<file path="src/rtl/mc_defs.sv">
// mc_defs: shared definitions for the multi-cycle MIPS-lite controller.
// Holds the FSM state encodings, the opcode/funct values that the
// controller recognises, and the select encodings driven onto the
// datapath muxes (ALU op, extender op, next-PC source, GPR write data,
// GPR destination). Imported by the controller, the decoder, the
// datapath top and the bench so every party agrees on the numbers.
package mc_defs;

    // Debug-visible state numbering is fixed; the bench checks it directly.
    typedef enum logic [3:0] {
        S_IF    = 4'd0,
        S_DCD   = 4'd1,
        S_EXE   = 4'd2,
        S_ALUWB = 4'd3,
        S_MADR  = 4'd4,
        S_MRD   = 4'd5,
        S_MWB   = 4'd6,
        S_MWR   = 4'd7,
        S_BR    = 4'd8,
        S_JMP   = 4'd9
    } state_t;

    localparam logic [5:0] OP_RTYPE = 6'b000000;
    localparam logic [5:0] OP_ORI   = 6'b001101;
    localparam logic [5:0] OP_LW    = 6'b100011;
    localparam logic [5:0] OP_SW    = 6'b101011;
    localparam logic [5:0] OP_BEQ   = 6'b000100;
    localparam logic [5:0] OP_LUI   = 6'b001111;
    localparam logic [5:0] OP_J     = 6'b000010;
    localparam logic [5:0] OP_JAL   = 6'b000011;

    localparam logic [5:0] FN_ADDU  = 6'b100001;
    localparam logic [5:0] FN_SUBU  = 6'b100011;
    localparam logic [5:0] FN_JR    = 6'b001000;

    localparam logic [1:0] ALU_ADD   = 2'b00;
    localparam logic [1:0] ALU_SUB   = 2'b01;
    localparam logic [1:0] ALU_OR    = 2'b10;
    localparam logic [1:0] ALU_PASSB = 2'b11;

    localparam logic [1:0] EXT_ZERO  = 2'b00;
    localparam logic [1:0] EXT_SIGN  = 2'b01;
    localparam logic [1:0] EXT_HIGH  = 2'b10;

    localparam logic [1:0] NPC_PC4   = 2'b00;
    localparam logic [1:0] NPC_BR    = 2'b01;
    localparam logic [1:0] NPC_J     = 2'b10;
    localparam logic [1:0] NPC_JR    = 2'b11;

    localparam logic [1:0] WD_ALU    = 2'b00;
    localparam logic [1:0] WD_DM     = 2'b01;
    localparam logic [1:0] WD_PC     = 2'b10;

    localparam logic [1:0] RD_RT     = 2'b00;
    localparam logic [1:0] RD_RD     = 2'b01;
    localparam logic [1:0] RD_R31    = 2'b10;

endpackage

</file>
<file path="src/rtl/mc_decode.sv">
// mc_decode: combinational instruction classifier.
// Ports:
//   op, funct      in   IR[31:26] and IR[5:0]
//   isRtypeAlu     out  addu or subu
//   isOri .. isJr  out  one-hot class flags for each supported encoding
//   isIllegal      out  set when no supported class matches
module mc_decode
    import mc_defs::*;
(
    input  logic [5:0] op,
    input  logic [5:0] funct,
    output logic       isRtypeAlu,
    output logic       isOri,
    output logic       isLui,
    output logic       isLw,
    output logic       isSw,
    output logic       isBeq,
    output logic       isJ,
    output logic       isJal,
    output logic       isJr,
    output logic       isIllegal
);

    always_comb begin
        isRtypeAlu = 1'b0;
        isOri      = 1'b0;
        isLui      = 1'b0;
        isLw       = 1'b0;
        isSw       = 1'b0;
        isBeq      = 1'b0;
        isJ        = 1'b0;
        isJal      = 1'b0;
        isJr       = 1'b0;
        isIllegal  = 1'b0;
        case (op)
            OP_RTYPE: begin
                // Only three funct codes exist in this core; any other
                // R-type encoding is treated as unsupported.
                if (funct == FN_ADDU || funct == FN_SUBU) isRtypeAlu = 1'b1;
                else if (funct == FN_JR)                  isJr       = 1'b1;
                else                                      isIllegal  = 1'b1;
            end
            OP_ORI:  isOri     = 1'b1;
            OP_LUI:  isLui     = 1'b1;
            OP_LW:   isLw      = 1'b1;
            OP_SW:   isSw      = 1'b1;
            OP_BEQ:  isBeq     = 1'b1;
            OP_J:    isJ       = 1'b1;
            OP_JAL:  isJal     = 1'b1;
            default: isIllegal = 1'b1;
        endcase
    end

endmodule

</file>
<file path="src/rtl/mc_ctrl.sv">
// mc_ctrl: multi-cycle control FSM for the MIPS-lite datapath.
// One datapath stage per clock: fetch, decode, then a class-specific
// tail (ALU, memory, branch or jump) before returning to fetch.
// Ports:
//   clk, rst          clock and synchronous active-high reset
//   op, funct, zero   IR fields and ALU zero flag
//   pc_wr, ir_wr, reg_wr, mem_wr   write strobes (forced 0 during rst)
//   reg_dst, wd_sel, alu_src, alu_op, ext_op, npc_sel   datapath selects
//   illegal           one-cycle pulse in decode on an unsupported encoding
//   instr_cnt         retired-instruction count, wraps modulo 2^CNT_W
//   state             current FSM state for debug
module mc_ctrl
    import mc_defs::*;
#(
    parameter int CNT_W = 32
) (
    input  logic             clk,
    input  logic             rst,
    input  logic [5:0]       op,
    input  logic [5:0]       funct,
    input  logic             zero,
    output logic             pc_wr,
    output logic             ir_wr,
    output logic             reg_wr,
    output logic             mem_wr,
    output logic [1:0]       reg_dst,
    output logic [1:0]       wd_sel,
    output logic             alu_src,
    output logic [1:0]       alu_op,
    output logic [1:0]       ext_op,
    output logic [1:0]       npc_sel,
    output logic             illegal,
    output logic [CNT_W-1:0] instr_cnt,
    output logic [3:0]       state
);

    state_t           curState;
    logic [CNT_W-1:0] instrCnt;
    logic             isRtypeAlu, isOri, isLui, isLw, isSw;
    logic             isBeq, isJ, isJal, isJr, isIllegal;
    logic             retiring;

    mc_decode decodeInst (
        .op        (op),
        .funct     (funct),
        .isRtypeAlu(isRtypeAlu),
        .isOri     (isOri),
        .isLui     (isLui),
        .isLw      (isLw),
        .isSw      (isSw),
        .isBeq     (isBeq),
        .isJ       (isJ),
        .isJal     (isJal),
        .isJr      (isJr),
        .isIllegal (isIllegal)
    );

    // Every one of these states always hands back to fetch, so being in
    // one of them means an instruction completes at this edge.
    assign retiring = (curState == S_ALUWB) || (curState == S_MWB) ||
                      (curState == S_MWR)   || (curState == S_BR)  ||
                      (curState == S_JMP);

    always_ff @(posedge clk) begin
        if (rst) begin
            curState <= S_IF;
            instrCnt <= '0;
        end else begin
            case (curState)
                S_IF:   curState <= S_DCD;
                S_DCD: begin
                    if (isRtypeAlu || isOri || isLui) curState <= S_EXE;
                    else if (isLw || isSw)            curState <= S_MADR;
                    else if (isBeq)                   curState <= S_BR;
                    else if (isJ || isJal || isJr)    curState <= S_JMP;
                    else                              curState <= S_IF;
                end
                S_EXE:  curState <= S_ALUWB;
                S_MADR: curState <= isLw ? S_MRD : S_MWR;
                S_MRD:  curState <= S_MWB;
                default: curState <= S_IF;
            endcase
            if (retiring) instrCnt <= instrCnt + {{(CNT_W-1){1'b0}}, 1'b1};
        end
    end

    // Moore decode of state plus the held IR fields; the only input that
    // passes straight through is zero onto pc_wr in the branch state.
    always_comb begin
        pc_wr   = 1'b0;
        ir_wr   = 1'b0;
        reg_wr  = 1'b0;
        mem_wr  = 1'b0;
        reg_dst = RD_RT;
        wd_sel  = WD_ALU;
        alu_src = 1'b0;
        alu_op  = ALU_ADD;
        ext_op  = EXT_ZERO;
        npc_sel = NPC_PC4;
        illegal = 1'b0;
        case (curState)
            S_IF: begin
                ir_wr = 1'b1;
                pc_wr = 1'b1;
            end
            S_DCD: illegal = isIllegal;
            S_EXE, S_ALUWB: begin
                // Write-back keeps the execute selects so the ALU result
                // stays stable while the register file captures it.
                if (isOri) begin
                    alu_op  = ALU_OR;
                    alu_src = 1'b1;
                    ext_op  = EXT_ZERO;
                end else if (isLui) begin
                    alu_op  = ALU_PASSB;
                    alu_src = 1'b1;
                    ext_op  = EXT_HIGH;
                end else if (funct == FN_SUBU) begin
                    alu_op  = ALU_SUB;
                end
                if (curState == S_ALUWB) begin
                    reg_wr  = 1'b1;
                    reg_dst = isRtypeAlu ? RD_RD : RD_RT;
                end
            end
            S_MADR, S_MRD, S_MWR: begin
                alu_src = 1'b1;
                ext_op  = EXT_SIGN;
                mem_wr  = (curState == S_MWR);
            end
            S_MWB: begin
                reg_wr = 1'b1;
                wd_sel = WD_DM;
            end
            S_BR: begin
                alu_op  = ALU_SUB;
                npc_sel = NPC_BR;
                pc_wr   = zero;
            end
            S_JMP: begin
                pc_wr = 1'b1;
                if (isJr) begin
                    npc_sel = NPC_JR;
                end else begin
                    npc_sel = NPC_J;
                    if (isJal) begin
                        reg_wr  = 1'b1;
                        reg_dst = RD_R31;
                        wd_sel  = WD_PC;
                    end
                end
            end
            default: ;
        endcase
        // Reset must not let any in-flight instruction write anything.
        if (rst) begin
            pc_wr   = 1'b0;
            ir_wr   = 1'b0;
            reg_wr  = 1'b0;
            mem_wr  = 1'b0;
            illegal = 1'b0;
        end
    end

    assign instr_cnt = instrCnt;
    assign state     = curState;

endmodule

</file>
<file path="config.mk">
export PLATFORM = sky130hd
export DESIGN_NAME = mc_ctrl
export DESIGN_NICKNAME = d
export VERILOG_FILES = /design/src/rtl/mc_defs.sv /design/src/rtl/mc_decode.sv /design/src/rtl/mc_ctrl.sv
export SDC_FILE = /design/constraint.sdc
export NUM_CORES = 1
export LEC_CHECK = 0
export ABC_AREA = 0
export BUFFER_PORTS_ARGS = -buffer_cell sky130_fd_sc_hd__buf_2
export CORE_UTILIZATION = 35
export CTS_BUF_LIST = sky130_fd_sc_hd__clkbuf_4 sky130_fd_sc_hd__clkbuf_8
export CTS_CLUSTER_DIAMETER = 120
export CTS_CLUSTER_SIZE = 40
export DETAILED_ROUTE_END_ITERATION = 8
export PLACE_DENSITY = 0.58
export SYNTH_ARGS = -nofsm -noshare
export SYNTH_HDL_FRONTEND = slang
export SYNTH_SLANG_ARGS = --single-unit
export TNS_END_PERCENT = 30
</file>
<file path="constraint.sdc">
create_clock -name clk -period 4.4 [get_ports clk]
set_input_delay 0.88 -clock clk [delete_from_list [all_inputs] [get_ports clk]]
set_output_delay 0.88 -clock clk [all_outputs]
set_load 0.05 [all_outputs]
</file>
==> metrics, run 1 <==
status complete, no violations; period utilization 0.741; prevailing post-synth register cell dfxtp_1; most frequent cell after synthesis dfxtp_1; top post-synthesis cells by area dfxtp_1 (36%), xor2_1 (6.5%), nor2_1 (6.3%); Die ar. 0.00610 mm2; Buffers on Ports 66; Ant. Diodes 0; internal reg-to-reg setup slack 2050 ps; FFs w/ async S/R, synth 0; Worst setup SP type primary input; die width 78.1 um; Tightest Hold Check Type flip-flop to flip-flop; Vias 2,054; Slew Viols, Final 0; Overall Power 0.615 mW; Critical R2R Capture instr_cnt[11]; HPWL Detailed 3560 um; drt pass-1 iters 4; # rows 27; Worst Path Max Fanout 3; RSZ-0062 raised after global routing no; post-cts repair resize count 0; Overall Global Routing Usage 0.163; largest net degree at the start of global routing 41; first-pass GRT wire length 8050 um; overflow left after global routing 0; cell area after synthesis 0.00203 mm2; clk buf depth 2; nets 334; fin crit period 3260 ps; hold path depth 2; clk root buf clkbuf_8; Max-slew headroom 0.550; global placement routability congestion 0.759; f_max 0.307 GHz; Die Ht 78.1 um; arrival time at the worst endpoint 2380 ps; Hold Crit Start instr_cnt[31]; Worst-Margin Slew 675 ps; sequential cell area fraction in the yosys report 0.356; syn_area_per_cell 7.86 um2; Post-CTS Setup Bufs 0; initial antenna violation count 0; Hold EP instr_cnt[31]; Reg2Reg Launch Point state[1]; synth warn 0; initial drt markers 66; Distinct cells, synth 40; Post-synth top cells dfxtp_1 (36), nor2_1 (34), a21oi_1 (19), nand4_1 (19), nand2_1 (16); Area growth syn-to-layout 22.3%; WP data required 3520 ps; vias in the first global route 1,746; Yosys reg bits 36; TritonCTS clock tree built; clock sinks 36; syn_nets 274; P per Cell Area 248 mW/mm2; final core utilization 0.447; setup_tns 0 ps; average via count per standard cell 5.25; clock latency at the later pin of the worst-skew pair 280 ps; core box area 0.00554 mm2; CP endpoint kind primary output; clk_skew 8.31 ps; Synth top area share 0.356; CTS Hold Bufs 0; final hold vios 0; area leader, netlist dfxtp_1; Post-synth EDFFs 0; CTS Buf Count 5; Final Hold Slack 487 ps; Syn Inst Count 258; H-tree depth 2; peak supply drop 0.114 mV; drc violations 0; max-cap violations 0; CP Class primary input to primary output; Static Leak 1.02 nW; setup violators final 0; Reg2Reg Depth 5; I/O Pins 67; # fillers 601; DRT antenna net count 0; share of post-route cells with drive strength above 1 0.260; Avg WL per Cell 12.4 um; initial core utilization 0.366; Clock Pin Slew Worst Setup and Hold Paths 70 ps; WL final 4870 um
final cells by class:
type	count	area (um2)	area share
Multi-Input combinational cell	203	1220	0.493
Sequential cell	36	721	0.291
Timing Repair Buffer	66	330	0.133
Tap cell	72	90.1	0.0363
Clock buffer	6	82.6	0.0333
Inverter	6	22.5	0.00909
Clock inverter	2	10.0	0.00404
per-stage QoR:
stage          setup slack (ps)  std cells  area (um2)
2_1_floorplan               612        258        2030
3_3_place_gp               1140        383        2390
3_5_place_dp               1140        383        2390
4_1_cts                    1130        391        2480
5_1_grt                    1030        391        2480
6_report                   1140        391        2480
cells by family after synthesis:
family	synth area share
fa+ha+maj	0.00617
mux	0.00988
flops	0.356
simple gates	0.391
compound gates	0.118
buf+inv	0.0414
xor+xnor	0.0778
power by group:
part	leakage [nW]	switching, mW	total (mW)	internal, mW
logic	0.680	0.0312	0.0447	0.0135
clock network	0.0510	0.115	0.239	0.125
registers	0.290	0.00389	0.331	0.327
total	1.02	0.150	0.615	0.465
registers in the layout, indices dropped and copies added, names as in the netlist:
signal	count
state	4
instr_cnt	32
layout by cell type, fill, tap and decap left out, types with 2 or more instances in the layout:
master and n:
or2_2 2, or4_1 6, nand2b_1 4, and3_1 7, mux2i_1 2, nor2_1 34, o31ai_1 4, nand2_1 16
clkinv_2 2, dfxtp_1 36, nand3_2 2, xnor2_1 3, o21ai_0 11, nand4_1 19, nor4b_1 2, xor2_1 15
clkbuf_8 6, inv_1 6, a31oi_1 2, and2_1 4, nor3_1 12, or3_1 11, buf_2 66, nand3_1 9
nor4_1 7, a21oi_1 19
routing by layer:
layer  wire, um  track usage  part of all wire
met5          0            0                 0
met4         34       0.0444            0.0070
met3        192       0.0430             0.039
met2       2240        0.262              0.46
met1       2400        0.213              0.49
worst max path at each step:
stage / start / endpoint / slack [ps] / depth (start not counted)
floorplan: funct[3] / reg_dst[0] / 610 / 3
global placement: funct[5] / illegal / 1140 / 7
detailed placement: funct[5] / illegal / 1140 / 7
CTS: funct[5] / illegal / 1130 / 7
global route: funct[5] / illegal / 1030 / 7
finish: funct[5] / illegal / 1140 / 7
worst max-delay path: stages:
cell,delay (ps)
buf_2,100
nor4b_1,140
nand4_1,160
nand2_1,70
or4_1,540
nor3_1,200
buf_2,290
(Power assumes the default switching activity.)
==> run 2: changes to the inputs <==
- PLACE_DENSITY: 0.58 -> 0.6
- clock period: 4.4 -> 2.7 ns (I/O delays scaled with it)
==> metrics, run 2 (synthesis gave the netlist of run 1 again) <==
Ant. Diodes 0 (unchanged); Seq pwr share 0.489 (was 0.538); clk buf depth 2 (unchanged); Max-slew headroom 0.592 (was 0.550); Tightest Hold Check Type flip-flop to flip-flop (unchanged); WL final 5140 um (was 4870 um); # fillers 580 (was 601); global placement routability congestion 0.777 (was 0.759); # rows 27 (unchanged); I/O Pins 67 (unchanged); Post-CTS Setup Bufs 0 (unchanged); HPWL Detailed 3730 um (was 3560 um); TritonCTS clock tree built (unchanged); internal reg-to-reg setup slack 310 ps (was 2050 ps); drc violations 0 (unchanged); worst stage delay on the critical path 550 ps (was 540 ps); fin crit period 2570 ps; core box area 0.00554 mm2 (unchanged); nets 344 (was 334); CTS Buf Count 5 (unchanged); overflow left after global routing 0 (unchanged); Overall Global Routing Usage 0.176 (was 0.163); setup violators final 0 (unchanged); Vias 2,098 (was 2,054); Area growth syn-to-layout 27.4% (was 22.3%); Comb power frac 0.077 (was 0.073); Worst path slowest cell or4_1 (unchanged); Buffers on Ports 66 (unchanged); Static Leak 1.08 nW (was 1.02 nW); most common cell after layout, fill and taps aside buf_2 (unchanged); WP data required 2160 ps (was 3520 ps); switching share of power 0.229 (was 0.243); period utilization 0.951; clk root buf clkbuf_8 (unchanged); Clock Pin Slew Worst Setup and Hold Paths 70 ps (about the same); Overall Power 1.09 mW (was 0.615 mW); f_max 0.390 GHz; vias in the first global route 1,897 (was 1,746); status complete, no violations (unchanged); Slew Viols, Final 0 (unchanged); commonest non-fill, non-tap cells in the layout buf_2 (65), dfxtp_1 (36), nor2_1 (33) (was buf_2 (66), dfxtp_1 (36), nor2_1 (34)); Clock Power Share 0.434 (was 0.389); CP Class primary input to primary output (unchanged); Avg WL per Cell 12.8 um (was 12.4 um); RSZ-0062 raised after global routing no (unchanged); Worst setup SP type primary input (unchanged); Die Ht 78.1 um (unchanged); P per Cell Area 423 mW/mm2 (was 248 mW/mm2); cell internal pwr 0.843 mW (was 0.465 mW); clock latency at the later pin of the worst-skew pair 290 ps (was 280 ps); largest net degree at the start of global routing 40 (was 41); clk_skew 6.97 ps (was 8.31 ps); arrival time at the worst endpoint 2030 ps (was 2380 ps); max FFs per register 32 (unchanged); drt pass-1 iters 4 (unchanged); initial core utilization 0.366 (unchanged); Worst-Margin Slew 609 ps (was 675 ps); H-tree depth 2 (unchanged); CP endpoint kind primary output (unchanged); final hold vios 0 (unchanged); max-cap violations 0 (unchanged); CTS Hold Bufs 0 (unchanged); initial drt markers 88 (was 66); CP Cell Sequence buf_2 -> nor4b_1 -> nand4_1 -> nand2_1 -> or4_1 -> nor3_1 -> clkbuf_4 (was buf_2 -> nor4b_1 -> nand4_1 -> nand2_1 -> or4_1 -> nor3_1 -> buf_2); share of post-route cells with drive strength above 1 0.289 (was 0.260); peak supply drop 0.224 mV (was 0.114 mV); Worst Path Max Fanout 3 (unchanged); final core utilization 0.466 (was 0.447); first-pass GRT wire length 8690 um (was 8050 um); clock sinks 36 (unchanged); DRT antenna net count 0 (unchanged); Die ar. 0.00610 mm2 (unchanged); initial antenna violation count 0 (unchanged); switching pwr 0.251 mW (was 0.150 mW); average via count per standard cell 5.23 (was 5.25); die width 78.1 um (unchanged)
run 2: cell types whose count changed in the layout (fill, tap and decap cells not counted), sizes merged:
cell / change
bufinv: +1
buf: +9
clkbuf: +1
clkinv: -1
run 2: power by group through the flow:
| stage | registers [mW] | clock network (mW) | logic [mW] |
|---|---|---|---|
| 3_3_place_gp | 0.547 | 0 | 0.0836 |
| 4_1_cts | 0.534 | 0.486 | 0.0837 |
| 6_report | 0.535 | 0.475 | 0.0840 |
| 5_1_grt | 0.535 | 0.514 | 0.0912 |
| 3_5_place_dp | 0.547 | 0 | 0.0833 |
| 2_1_floorplan | 0.553 | 0 | 0.0462 |
run 2: worst paths after layout:
| path | cells past startpoint | to | from |
|---|---|---|---|
| setup / recovery | 7 | illegal | funct[5] |
| hold / removal | 2 | instr_cnt[31] | instr_cnt[31] |
| setup reg to reg | 5 | instr_cnt[9] | state[1] |
| hold reg to reg | 2 | instr_cnt[31] | instr_cnt[31] |
run 2: area by class of cell:
type / instances / area (um2) / share of cell area
clock buffers: 6 / 76.3 / 0.0296
clock inverters: 2 / 35.0 / 0.0136
inverters: 6 / 22.5 / 0.00872
multi-input cells: 203 / 1230 / 0.476
flip-flops and latches: 36 / 721 / 0.279
well taps: 72 / 90.1 / 0.0349
repair buffers: 76 / 408 / 0.158
run 2: stage by stage:
step | setup slack [ps] | hold slack [ps] | instance area (um2) | cells | TNS, ps
floorplan | -427 | 685 | 2030 | 258 | -2310
global placement | 128 | 463 | 2470 | 393 | 0
global route | 10.9 | 521 | 2580 | 401 | 0
finish | 133 | 483 | 2580 | 401 | 0
detailed placement | 116 | 482 | 2470 | 393 | 0
CTS | 109 | 492 | 2580 | 401 | 0
run 2: layer usage:
layer / track usage / routed length, um / vias to the layer above
li1: - / - / 1078
met1: 0.229 / 2500 / 963
met2: 0.287 / 2330 / 50
met3: 0.0442 / 234 / 7
met4: 0.0500 / 67 / 0
met5: 0 / 0 / -
run 2: worst max-delay path, delay by kind of cell:
family | cells | cell delay, ps
AND/OR/NAND/NOR | 5 | 1130
buffers and inverters | 2 | 360
run 2: timing repair:
item / in CTS / in global routing
resized for setup: 0 / 1
endpoints found under the setup margin: 0 / 1
endpoints found under the hold margin: 0 / 0
